$ cat config.mk
export PLATFORM = sky130hd
export DESIGN_NAME = mul32_seq_ctrl
export DESIGN_NICKNAME = d
export VERILOG_FILES = /design/src/rtl/mul32_pkg.sv /design/src/rtl/mul32_seq_ctrl_adder.sv /design/src/rtl/mul32_seq_ctrl.sv
export SDC_FILE = /design/constraint.sdc
export NUM_CORES = 1
export LEC_CHECK = 0
export ABC_AREA = 1
export BUFFER_PORTS_ARGS = -buffer_cell sky130_fd_sc_hd__buf_2
export CORE_UTILIZATION = 58
export CTS_BUF_LIST = sky130_fd_sc_hd__clkbuf_4 sky130_fd_sc_hd__clkbuf_8
export CTS_CLUSTER_SIZE = 20
export DETAILED_ROUTE_END_ITERATION = 8
export GPL_TIMING_DRIVEN = 0
export PLACE_DENSITY = 0.91
export RECOVER_POWER = 25
export SYNTH_ARGS = -nofsm -noshare
export SYNTH_HDL_FRONTEND = slang
export SYNTH_SLANG_ARGS = --single-unit
$ cat constraint.sdc
create_clock -name clk -period 14.9 [get_ports clk]
set_input_delay 2.98 -clock clk [delete_from_list [all_inputs] [get_ports clk]]
set_output_delay 2.98 -clock clk [all_outputs]
set_load 0.01 [all_outputs]
$ cat src/rtl/mul32_pkg.sv
// Shared types and constants for the sequential 32x32 shift-and-add multiplier.
package mul32_pkg;

  localparam int WIDTH = 32;
  localparam int ITERS = 32;
  localparam int CNT_W = 6;

  typedef enum logic [1:0] {
    IDLE = 2'd0,
    RUN  = 2'd1,
    DONE = 2'd2
  } state_e;

endpackage

$ cat src/rtl/mul32_seq_ctrl_adder.sv
// Structural 32-bit ripple-carry adder (Full_Adder_32bit), shared by the arithmetic datapath.
module Full_Adder_32bit (
  input  logic [31:0] A,
  input  logic [31:0] B,
  input  logic        Cin,
  output logic [31:0] S,
  output logic        Cout
);

  logic [32:0] c;

  assign c[0] = Cin;

  for (genvar i = 0; i < 32; i++) begin : g_bit
    assign S[i]   = A[i] ^ B[i] ^ c[i];
    assign c[i+1] = (A[i] & B[i]) | (c[i] & (A[i] ^ B[i]));
  end

  assign Cout = c[32];

endmodule

$ cat src/rtl/mul32_seq_ctrl.sv
// Sequential 32x32->64 unsigned shift-and-add multiplier, one adder pass per cycle.
// Optional MUL_ZERO_BYPASS_EN: zero operands finish in one cycle with product 0.
module mul32_seq_ctrl #(
  parameter int WIDTH = mul32_pkg::WIDTH,
  parameter int CNT_W = mul32_pkg::CNT_W
) (
  input  logic                 clk,
  input  logic                 rst,
  input  logic                 start,
  input  logic [WIDTH-1:0]     a,
  input  logic [WIDTH-1:0]     b,
  output logic                 busy,
  output logic                 done,
  output logic [2*WIDTH-1:0]   product
);

  import mul32_pkg::*;

  if (WIDTH != 32) begin : g_bad_width
    $error("mul32_seq_ctrl: WIDTH must be 32 to match Full_Adder_32bit");
  end
  if ((64'd1 << CNT_W) <= 64'(WIDTH)) begin : g_bad_cnt_w
    $error("mul32_seq_ctrl: CNT_W too narrow to count WIDTH iterations");
  end

  state_e               state_q, state_d;
  logic [WIDTH-1:0]     mcand_q, mcand_d;
  logic [WIDTH-1:0]     hi_q, hi_d;
  logic [WIDTH-1:0]     lo_q, lo_d;
  logic [CNT_W-1:0]     cnt_q, cnt_d;
  logic [2*WIDTH-1:0]   product_q, product_d;

  logic [WIDTH-1:0]     add_b;
  logic [WIDTH-1:0]     sum;
  logic                 cout;
  logic [2*WIDTH-1:0]   shifted;
  logic                 zero_op;

  assign add_b = lo_q[0] ? mcand_q : '0;

  Full_Adder_32bit u_adder (
    .A    (hi_q),
    .B    (add_b),
    .Cin  (1'b0),
    .S    (sum),
    .Cout (cout)
  );

  // 65-bit {cout,sum,lo} shifted right by one; the dropped bit is the consumed multiplier bit.
  assign shifted = {cout, sum, lo_q[WIDTH-1:1]};

`ifdef MUL_ZERO_BYPASS_EN
  assign zero_op = (a == '0) || (b == '0);
`else
  assign zero_op = 1'b0;
`endif

  always_comb begin
    state_d   = state_q;
    mcand_d   = mcand_q;
    hi_d      = hi_q;
    lo_d      = lo_q;
    cnt_d     = cnt_q;
    product_d = product_q;

    case (state_q)
      IDLE, DONE: begin
        if (start) begin
          mcand_d = a;
          hi_d    = '0;
          lo_d    = b;
          cnt_d   = '0;
          state_d = RUN;
          if (zero_op) begin
            lo_d      = '0;
            product_d = '0;
            state_d   = DONE;
          end
        end else if (state_q == DONE) begin
          state_d = IDLE;
        end
      end
      RUN: begin
        {hi_d, lo_d} = shifted;
        cnt_d        = cnt_q + 1'b1;
        if (cnt_q == CNT_W'(ITERS - 1)) begin
          state_d   = DONE;
          product_d = shifted;
        end
      end
      default: state_d = IDLE;
    endcase
  end

  always_ff @(posedge clk or posedge rst) begin
    if (rst) begin
      state_q   <= IDLE;
      mcand_q   <= '0;
      hi_q      <= '0;
      lo_q      <= '0;
      cnt_q     <= '0;
      product_q <= '0;
    end else begin
      state_q   <= state_d;
      mcand_q   <= mcand_d;
      hi_q      <= hi_d;
      lo_q      <= lo_d;
      cnt_q     <= cnt_d;
      product_q <= product_d;
    end
  end

  assign busy    = (state_q == RUN);
  assign done    = (state_q == DONE);
  assign product = product_q;

endmodule

; Word-level counts from Yosys, hierarchy flattened
; Index checks and enable logic that the tools add are counted.
[word_totals]
wordCells = 188
ff_bits = 168
in_bits = 67
[op_classes]
n_bitwise = 157
eq_ne = 6
muxes = 11
n_reduce_logical = 7
add_sub_neg = 1
[ops]
columns = op, n
row1 = $pmux W32 S2, 2
row2 = $mux W32, 3
row3 = $and A1 B1 Y1, 63
row4 = $xor A1 B1 Y1, 63
row5 = $or A1 B1 Y1, 31
row6 = $pmux W6 S2, 1
row7 = $reduce_and A2 Y1, 4
row8 = $add A6 B1 Y6 const B, 1
row9 = $eq A6 B5 Y1 const B, 1
row10 = $mux W2, 3
row11 = $mux W6, 1
row12 = $pmux W2 S2, 1
row13 = $ne A3 B3 Y1 const B, 1
row14 = $eq A2 B1 Y1 const B, 1
row15 = $eq A2 B2 Y1 const B, 1
row16 = $logic_not A2 Y1, 1
row17 = $ne A2 B1 Y1 const B, 1
row18 = $ne A2 B2 Y1 const B, 1
row19 = $reduce_bool A2 Y1, 1
row20 = $reduce_or A2 Y1, 1

; Logic depth before layout (Yosys ltp)
; Gate-level depths: netlist (run 1).
[logic_depth]
depth_word = 65
ltp_mapped = 43

; Hierarchy
; A second synthesis (run 1) with hierarchy kept.
[hier_totals]
cells_unflattened = 883
area_unflattened_um2 = 7712.4
[modules_own_cells]
columns = module, cells_each, instances, area_per_inst_um2, seq_area_each_um2
row1 = mul32_seq_ctrl, 841, 1, 7034.2, 4204.0
row2 = Full_Adder_32bit, 42, 1, 678.2, 0.0

; Worst setup path after synthesis (run 1)
; No wires, ideal clock.
[synth_timing]
path_type = register to register
from = register lo_q[0]
to = register product_q[62] (netlist: product[62])
path_stages_with_launch = 44
setup_slack_ps = 1623
synth_period_minus_slack_ps = 13277
arrival_ps = 13160
path_cell_list = dfrtp_1 -> clkbuf_1 -> clkbuf_1 -> nand2_1 -> inv_1 -> ha_1 -> inv_1 -> fa_1 -> fa_1 -> fa_1 -> fa_1 -> fa_1 -> fa_1 -> fa_1 -> fa_1 -> fa_1 -> fa_1 -> fa_1 -> [8 not listed] -> fa_1 -> fa_1 -> fa_1 -> fa_1 -> fa_1 -> fa_1 -> fa_1 -> inv_1 -> fa_1 -> inv_1 -> fa_1 -> inv_1 -> fa_1 -> fa_1 -> inv_1 -> fa_1 -> nand3b_1 -> nand2_1
[synth_via]
elab_chain_len = 63
[synth_lines]
columns = item, line_no
row1 = "start, declared", mul32_seq_ctrl.sv:29  ; logic [WIDTH-1:0] lo_q, lo_d;
row2 = "start signal, assigned", mul32_seq_ctrl.sv:107  ; lo_q <= lo_d;
row3 = $mux W32 (*), mul32_seq_ctrl.sv:39  ; assign add_b = lo_q[0] ? mcand_q : '0;
row4 = $and A1 B1 Y1 / $xor A1 B1 Y1 (equally long branches), mul32_seq_ctrl_adder.sv:16  ; assign c[i+1] = (A[i] & B[i]) | (c[i] & (A[i] ^ B[i]));
row5 = $and A1 B1 Y1, mul32_seq_ctrl_adder.sv:16
row6 = $or A1 B1 Y1, mul32_seq_ctrl_adder.sv:16
row7 = $and A1 B1 Y1, mul32_seq_ctrl_adder.sv:16
row8 = $or A1 B1 Y1, mul32_seq_ctrl_adder.sv:16
row9 = $and A1 B1 Y1, mul32_seq_ctrl_adder.sv:16
row10 = $or A1 B1 Y1, mul32_seq_ctrl_adder.sv:16
row11 = [47 not listed], -
row12 = $or A1 B1 Y1, mul32_seq_ctrl_adder.sv:16
row13 = $and A1 B1 Y1, mul32_seq_ctrl_adder.sv:16
row14 = $or A1 B1 Y1, mul32_seq_ctrl_adder.sv:16
row15 = $and A1 B1 Y1, mul32_seq_ctrl_adder.sv:16
row16 = $or A1 B1 Y1, mul32_seq_ctrl_adder.sv:16
row17 = $and A1 B1 Y1, mul32_seq_ctrl_adder.sv:16
row18 = $or A1 B1 Y1, mul32_seq_ctrl_adder.sv:16
row19 = $xor A1 B1 Y1 (*), mul32_seq_ctrl_adder.sv:15  ; assign S[i] = A[i] ^ B[i] ^ c[i];
row20 = "end signal, assigned", mul32_seq_ctrl.sv:109  ; product_q <= product_d;
row21 = "end, declared", mul32_seq_ctrl.sv:31  ; logic [2*WIDTH-1:0] product_q, product_d;
; Every way passes the cells marked *; elsewhere a longest branch is shown, timed or not.
; A chain may end at the register's enable or synchronous reset.

; Worst setup path after layout (run 1)
; Ends and elaborated chain as after synthesis.

==> results.md, run 1 <==
- Outcome: complete, but fails checks
- Violated checks: max-capacitance violations, max-slew violations
- Class of the most critical setup path: flop to flop
- Leakage: 4.45 nW
- Max Used Layer: met4
- Power per cell area: 224 nW/um^2
- RSZ-0062 raised after global routing: no
- Pin count of the biggest net entering global routing: 96
- Die X: 116 um
- First-pass DRT Iterations: 5
- Ant diodes: 0
- First-pass GRT wire length: 27500 um
- Number of fill cells in the layout: 974
- Full die area: 13400 sq um
- Critical path peak fanout: 10
- Antenna viol nets, final: 0
- Flop pwr share: 0.410
- Synth warn: 0
- CTS max path bufs: 2
- PnR worst setup slack: 904 ps
- Setup Viol. Count Final: 0
- Post-synthesis cell area: 7530 sq um
- Detailed Route WL: 16900 um
- Critical Path Max Stage Delay: 520 ps
- Fin. Hold Viols: 0
- Netlist cell types: 20
- Fmax: 0.0714 GHz
- Setup repair bufs after CTS: 0
- Number of global-route vias before repair: 5745
- Vias per inst: 5.20
- Combinational fraction of design power: 0.432
- Met3 wire len: 740 um
- Net switching power: 0.780 mW
- Sw frac: 0.397
- Worst Hold Class: flop to flop
- Worst-Skew Late Latency: 460 ps
- Met2 wire len: 8600 um
- Most used cell, CP: fa_1
- Yosys reg bits: 168
- Post-Place Setup Slack: 754 ps
- Finished Cell Area: 8800 sq um
- CTS root buf: clkbuf_8
- Clock power share: 0.158
- Final setup TNS: 0 ps
- IO Port Bufs: 132
- CP required: 15250 ps
- Critical-path top delay cell: fa_1
- Net count after synthesis: 922
- Area grow syn2layout: 16.8%
- Iteration-0 DRC Markers: 510
- Layout Skew: 10.6 ps
- CP endpoint kind: flop
- IO Pins: 133
- # rows: 41
- Worst slew pin tran: 3260 ps
- Layout cells sized above 1: 0.192
- Die H: 116 um
- Grt total ovfl: 0
- Synthesized instance count: 822
- CP startpoint kind: flop
- All-Layer GR Usage: 0.271
- Int Pwr: 1.19 mW
- Area of placed instances: 8440 sq um
- Max-cap violations: 1
- WL/cell: 14.6 um
- Clock-pin transition on the worst setup and hold timing paths: 80 ps
- Sequential fraction of the synthesis area: 0.558
- Fin nets: 1074
- TritonCTS clock tree: yes
- Slew Viols, Final: 74
- Detailed placement HPWL: 12100 um
- DR vias: 6015
- CTS H-tree depth: 4
- Slew headroom: -1.18
- Metal-1 WL: 7290 um
- Initial Util: 0.597
- Core ar.: 12600 sq um
- Mean Syn Cell Area: 9.16 sq um
- Min Tclk post-route: 14000 ps
- CTS Sinks: 168
- VDD IR-drop max: 0.0000853 V
- Final GP Congestion: 0.809
- Total power: 1.97 mW
- Cell family with most CP delay: adder cells
- Num CTS Buffers: 17
- Post-route DRC: 0
- Buf+Inv Stages, Crit Path: 8
- Worst endpoint data arrival time: 14350 ps
- Crit share post-route: 0.939
- Initial antenna violation count: 0
## final cells by class
| type | instances | area, sq um | share of cell area |
|---|---|---|---|
| plain buffers | 48 | 231 | 0.0263 |
| flip-flops and latches | 168 | 4200 | 0.478 |
| repair buffers | 133 | 688 | 0.0782 |
| multi-input cells | 557 | 2900 | 0.330 |
| clock inverters | 3 | 40.0 | 0.00455 |
| inverters | 49 | 185 | 0.0210 |
| well taps | 172 | 215 | 0.0245 |
| clock buffers | 26 | 333 | 0.0378 |
## path summary, 6_finish.rpt
path	depth (start not counted)	startpoint	to	slack, ps
min reg2reg	2	product[39]$_DFFE_PP0P_	product[39]$_DFFE_PP0P_	470
max	43	lo_q[0]$_DFFE_PP0P_	product[62]$_DFFE_PP0P_	900
min	2	product[39]$_DFFE_PP0P_	product[39]$_DFFE_PP0P_	470
max reg2reg	43	lo_q[0]$_DFFE_PP0P_	product[62]$_DFFE_PP0P_	900
max in group asynchronous	2	rst	mcand_q[31]$_DFFE_PP0P_	9980
min in group asynchronous	2	rst	product[25]$_DFFE_PP0P_	3460
## cells in the final DEF, fill, tap and decap left out, drive strengths merged
master    synthesis  routed
clkinv            0       2
o211ai            1       1
ha                2       2
clkbuf           22      53
bufinv            0       1
buf              26     154
fa               31      31
clkinvlp          0       1
o21ai             9       9
o22ai            26      26
nand4             1       1
nand2           382     382
nor2              5       5
dfrtp           168     168
inv              49      48
nand3            71      71
nand3b           29      29
## repair_timing
action,4_1_cts,5_1_grt
hold buffers,0,0
setup endpoints to repair,0,1
gates resized for setup,0,2
## state kept, by name, summed over array words and instances, names as in the netlist
register	cells
cnt_q	6
state_q	2
lo_q	32
mcand_q	32
product	64
hi_q	32
## synthesized netlist by cell type (all sizes together)
library cell / instances / area, sq um
nand2: 382 / 1440
dfrtp: 168 / 4200
nand3: 71 / 355
inv: 49 / 184
fa: 31 / 621
nand3b: 29 / 218
buf: 26 / 160
o22ai: 26 / 163
clkbuf: 22 / 82.6
o21ai: 9 / 45.0
nor2: 5 / 23.8
ha: 2 / 25.0
nand4: 1 / 6.26
o211ai: 1 / 7.51
## metal layers
layer / vias up / track usage
li1: 2876 / -
met1: 2940 / 0.360
met2: 172 / 0.450
met3: 27 / 0.0507
met4: 0 / 0.0957
met5: - / 0
## power groups by stage
stage	clock network [mW]	registers [mW]	logic [mW]
after detailed placement	0	0.807	0.851
after global routing	0.330	0.827	0.982
final	0.311	0.806	0.850
after floorplan	0	0.819	0.564
after global placement	0	0.799	0.804
after CTS	0.312	0.802	0.856
## cell families after synthesis
| group | count (synthesis) | synth area share |
|---|---|---|
| compound gates | 36 | 0.0286 |
| fa+ha+maj | 33 | 0.0857 |
| buf+inv | 97 | 0.0566 |
| flops | 168 | 0.558 |
| simple gates | 488 | 0.271 |
## worst register-to-register path, delay by kind of cell (launching register included)
kind	cells	cell delay (ps)
adders and majority gates	32	12330
buffers and inverters	8	930
DFF	1	350
and+or+nand+nor	3	280
## through the flow
stage	utilization	std cells	hold slack [ps]
after CTS	0.699	1156	471
after global placement	0.666	1126	450
final	0.697	1156	469
after detailed placement	0.669	1127	453
after global routing	0.697	1156	491
after floorplan	-	822	449
No activity file was read; power rests on OpenSTA's default activity.
==> run 2, diff against run 1 <==
--- a/config.mk
+++ b/config.mk
@@ -7,6 +7,7 @@
 export LEC_CHECK = 0
 export ABC_AREA = 1
 export BUFFER_PORTS_ARGS = -buffer_cell sky130_fd_sc_hd__buf_2
+export CORE_ASPECT_RATIO = 0.6
 export CORE_UTILIZATION = 58
 export CTS_BUF_LIST = sky130_fd_sc_hd__clkbuf_4 sky130_fd_sc_hd__clkbuf_8
 export CTS_CLUSTER_SIZE = 20
@@ -16,4 +17,5 @@
 export RECOVER_POWER = 25
 export SYNTH_ARGS = -nofsm -noshare
 export SYNTH_HDL_FRONTEND = slang
+export SYNTH_HIERARCHICAL = 1
 export SYNTH_SLANG_ARGS = --single-unit
==> results.md, run 2 <==
- # rows: 32 (was 41)
- Sw frac: 0.424 (was 0.397)
- CP required: 15310 ps (was 15250 ps)
- Top-area cell type share of the netlist area: 0.545 (was 0.558)
- Compound-cell area share of the yosys netlist: 0.00357 (was 0.0286)
- Most used cell, CP: fa_1 (unchanged)
- Leakage: 5.09 nW (was 4.45 nW)
- Die H: 91.3 um (was 116 um)
- Num CTS Buffers: 17 (unchanged)
- Yosys reg bits: 168 (unchanged)
- Commonest non-fill, non-tap cells in the layout: nand2_1, dfrtp_1, buf_2 (unchanged)
- Main synth FF type: dfrtp_1 (unchanged)
- Fin. Hold Viols: 0 (unchanged)
- Fmax: 0.0710 GHz (was 0.0714 GHz)
- Power per cell area: 222 nW/um^2 (was 224 nW/um^2)
- Mux share of post-synthesis cell area: 0 (unchanged)
- Worst reg-to-reg path cell count: 42 (was 43)
- Top-count cell post-synth: nand2_1 (unchanged)
- Iteration-0 DRC Markers: 516 (was 510)
- Commonest non-fill, non-tap cell in the layout: nand2_1 (unchanged)
- Async SR Flop Fraction: 1.00 (unchanged)
- Post-route DRC: 0 (unchanged)
- CTS max path bufs: 2 (unchanged)
- Clock-pin transition on the worst setup and hold timing paths: 90 ps (was 80 ps)
- Antenna viol nets, final: 0 (unchanged)
- CP startpoint kind: flop (unchanged)
- Synth Area in XOR/XNOR: 0 (unchanged)
- Layout cells sized above 1: 0.194 (was 0.192)
- Outcome: complete, but fails checks (unchanged)
- Fin nets: 1135 (was 1074)
- Critical Path Max Stage Delay: 430 ps (was 520 ps)
- Hold-fix buffers, CTS: 0 (unchanged)
- Critical-path top delay cell: fa_1 (unchanged)
- Clock power share: 0.160 (was 0.158)
- VDD IR-drop max: 0.0000882 V (was 0.0000853 V)
- Crit share post-route: 0.945 (was 0.939)
- IO Pins: 133 (unchanged)
- Largest cells by area after synthesis: dfrtp_1, nand2_1, fa_1, nand3_1, inv_1 (was dfrtp_1, nand2_1, fa_1, nand3_1, nand3b_1)
- CTS Sinks: 168 (unchanged)
- Worst slew pin tran: 2720 ps (was 3260 ps)
- CTS root buf: clkbuf_8 (unchanged)
- Class of the most critical setup path: flop to flop (unchanged)
- Detailed placement HPWL: 12500 um (was 12100 um)
- Worst-Skew Late Latency: 470 ps (was 460 ps)
- Slew Viols, Final: 62 (was 74)
- Post-Place Setup Slack: 918 ps (was 754 ps)
- Worst Hold Class: flop to flop (unchanged)
- Int Pwr: 1.15 mW (was 1.19 mW)
- Netlist cell types: 18 (was 20)
- Flop pwr share: 0.409 (was 0.410)
- First-pass GRT wire length: 29800 um (was 27500 um)
- RSZ-0062 raised after global routing: no (unchanged)
- TritonCTS clock tree: yes (unchanged)
- Top post-synthesis cells by count: nand2_1, dfrtp_1, nand3_1 (unchanged)
- Max-cap violations: 1 (unchanged)
- Critical path peak fanout: 10 (unchanged)
- PostCTS Resize Cnt: 0 (unchanged)
- Sequential fraction of the synthesis area: 0.545 (was 0.558)
- Violated checks: max-capacitance violations, max-slew violations (unchanged)
- Net switching power: 0.844 mW (was 0.780 mW)
- Initial antenna violation count: 0 (unchanged)
- Net count after synthesis: 983 (was 922)
- Final setup TNS: 0 ps (unchanged)
- PnR worst setup slack: 820 ps (was 904 ps)
- IO Port Bufs: 132 (unchanged)
- Core ar.: 12900 sq um (was 12600 sq um)
- Number of synthesized flops with an enable pin: 0 (unchanged)
- Slew headroom: -0.824 (was -1.18)
- Synth warn: 6 (was 0)
- Hold Path Stages: 2 (unchanged)
- Final GP Congestion: 0.864 (was 0.809)
- Leading area contributor after synthesis: dfrtp_1 (unchanged)
- Combinational fraction of design power: 0.431 (was 0.432)
- Post-Synth Adder-Cell Area: 0.0847 (was 0.0857)
- Vias per inst: 5.14 (was 5.20)
- Grt total ovfl: 0 (unchanged)
- Number of global-route vias before repair: 6166 (was 5745)
- Min Tclk post-route: 14080 ps (was 14000 ps)
- Area grow syn2layout: 16.0% (was 16.8%)
- CP endpoint kind: flop (unchanged)
- Mean Syn Cell Area: 8.73 sq um (was 9.16 sq um)
- Post-synthesis simple-gate area fraction: 0.297 (was 0.271)
- Max reg flops: 64 (unchanged)
- CTS H-tree depth: 4 (unchanged)
- Setup Viol. Count Final: 0 (unchanged)
- First-pass DRT Iterations: 5 (unchanged)
- Post-synthesis cell area: 7710 sq um (was 7530 sq um)
- Ant diodes: 0 (unchanged)
- All-Layer GR Usage: 0.282 (was 0.271)
- Initial Util: 0.598 (was 0.597)
- Layout Skew: 16.5 ps (was 10.6 ps)
- Full die area: 13800 sq um (was 13400 sq um)
- Synthesized instance count: 883 (was 822)
- Largest family of logic cells by synthesized area: simple AND/OR/NAND/NOR gates (unchanged)
- WL/cell: 14.6 um (about the same)
- Setup repair bufs after CTS: 0 (unchanged)
- DR vias: 6266 (was 6015)
- Detailed Route WL: 17800 um (was 16900 um)
- Total power: 1.99 mW (was 1.97 mW)
- Worst endpoint data arrival time: 14490 ps (was 14350 ps)
- Die X: 151 um (was 116 um)
- Pin count of the biggest net entering global routing: 108 (was 96)
## run 2: final timing paths
check	slack (ps)	end	start
max	820	product[62]$_DFFE_PP0P_	lo_q[0]$_DFFE_PP0P_
min	470	product[44]$_DFFE_PP0P_	product[44]$_DFFE_PP0P_
max reg2reg	820	product[62]$_DFFE_PP0P_	lo_q[0]$_DFFE_PP0P_
min reg2reg	470	product[44]$_DFFE_PP0P_	product[44]$_DFFE_PP0P_
max in group asynchronous	10300	hi_q[4]$_DFFE_PP0P_	rst
min in group asynchronous	3260	lo_q[10]$_DFFE_PP0P_	rst
## run 2: kinds of logic after synthesis
kind of cell,Yosys count
simple gates,574
flops,168
buf+inv,102
fa+ha+maj,33
compound gates,5
other cells,1
## run 2: routing by layer
| metal | track usage | vias to the layer above | wire, um |
|---|---|---|---|
| met3 | 0.0744 | 27 | 1500 |
| met2 | 0.431 | 271 | 8050 |
| met1 | 0.402 | 2979 | 8020 |
| li1 | - | 2989 | - |
| met4 | 0.0758 | 0 | 206 |
| met5 | 0 | - | 0 |
## run 2: through the flow
step                hold slack [ps]  cell area, sq um   util  std cells
global placement                448              8590  0.666       1185
floorplan                       442              7710      -        883
global route                    496              8950  0.694       1218
detailed placement              454              8620  0.669       1186
finish                          469              8950  0.694       1218
CTS                             476              9000  0.698       1218
## run 2: power groups by stage
stage	Sequential, mW	Combinational, mW	Clock (mW)
after detailed placement	0.818	0.849	0
after CTS	0.812	0.860	0.318
after global routing	0.840	0.984	0.337
after floorplan	0.825	0.566	0
after global placement	0.809	0.802	0
final	0.814	0.858	0.318
## run 2: area by class of cell
type	instances	area (sq um)
multi-input cells	613	2970
inverters	53	200
clock buffers	19	255
fillers	1012	3950
flip-flops and latches	168	4200
well taps	170	213
repair buffers	133	688
plain buffers	49	294
clock inverters	13	124
## run 2: worst max-delay path, delay by kind of cell (launching register included)
| kind | cells | cell delay, ps |
|---|---|---|
| simple gates | 3 | 280 |
| fa+ha+maj | 32 | 12540 |
| buf+inv | 7 | 840 |
| flops | 1 | 370 |
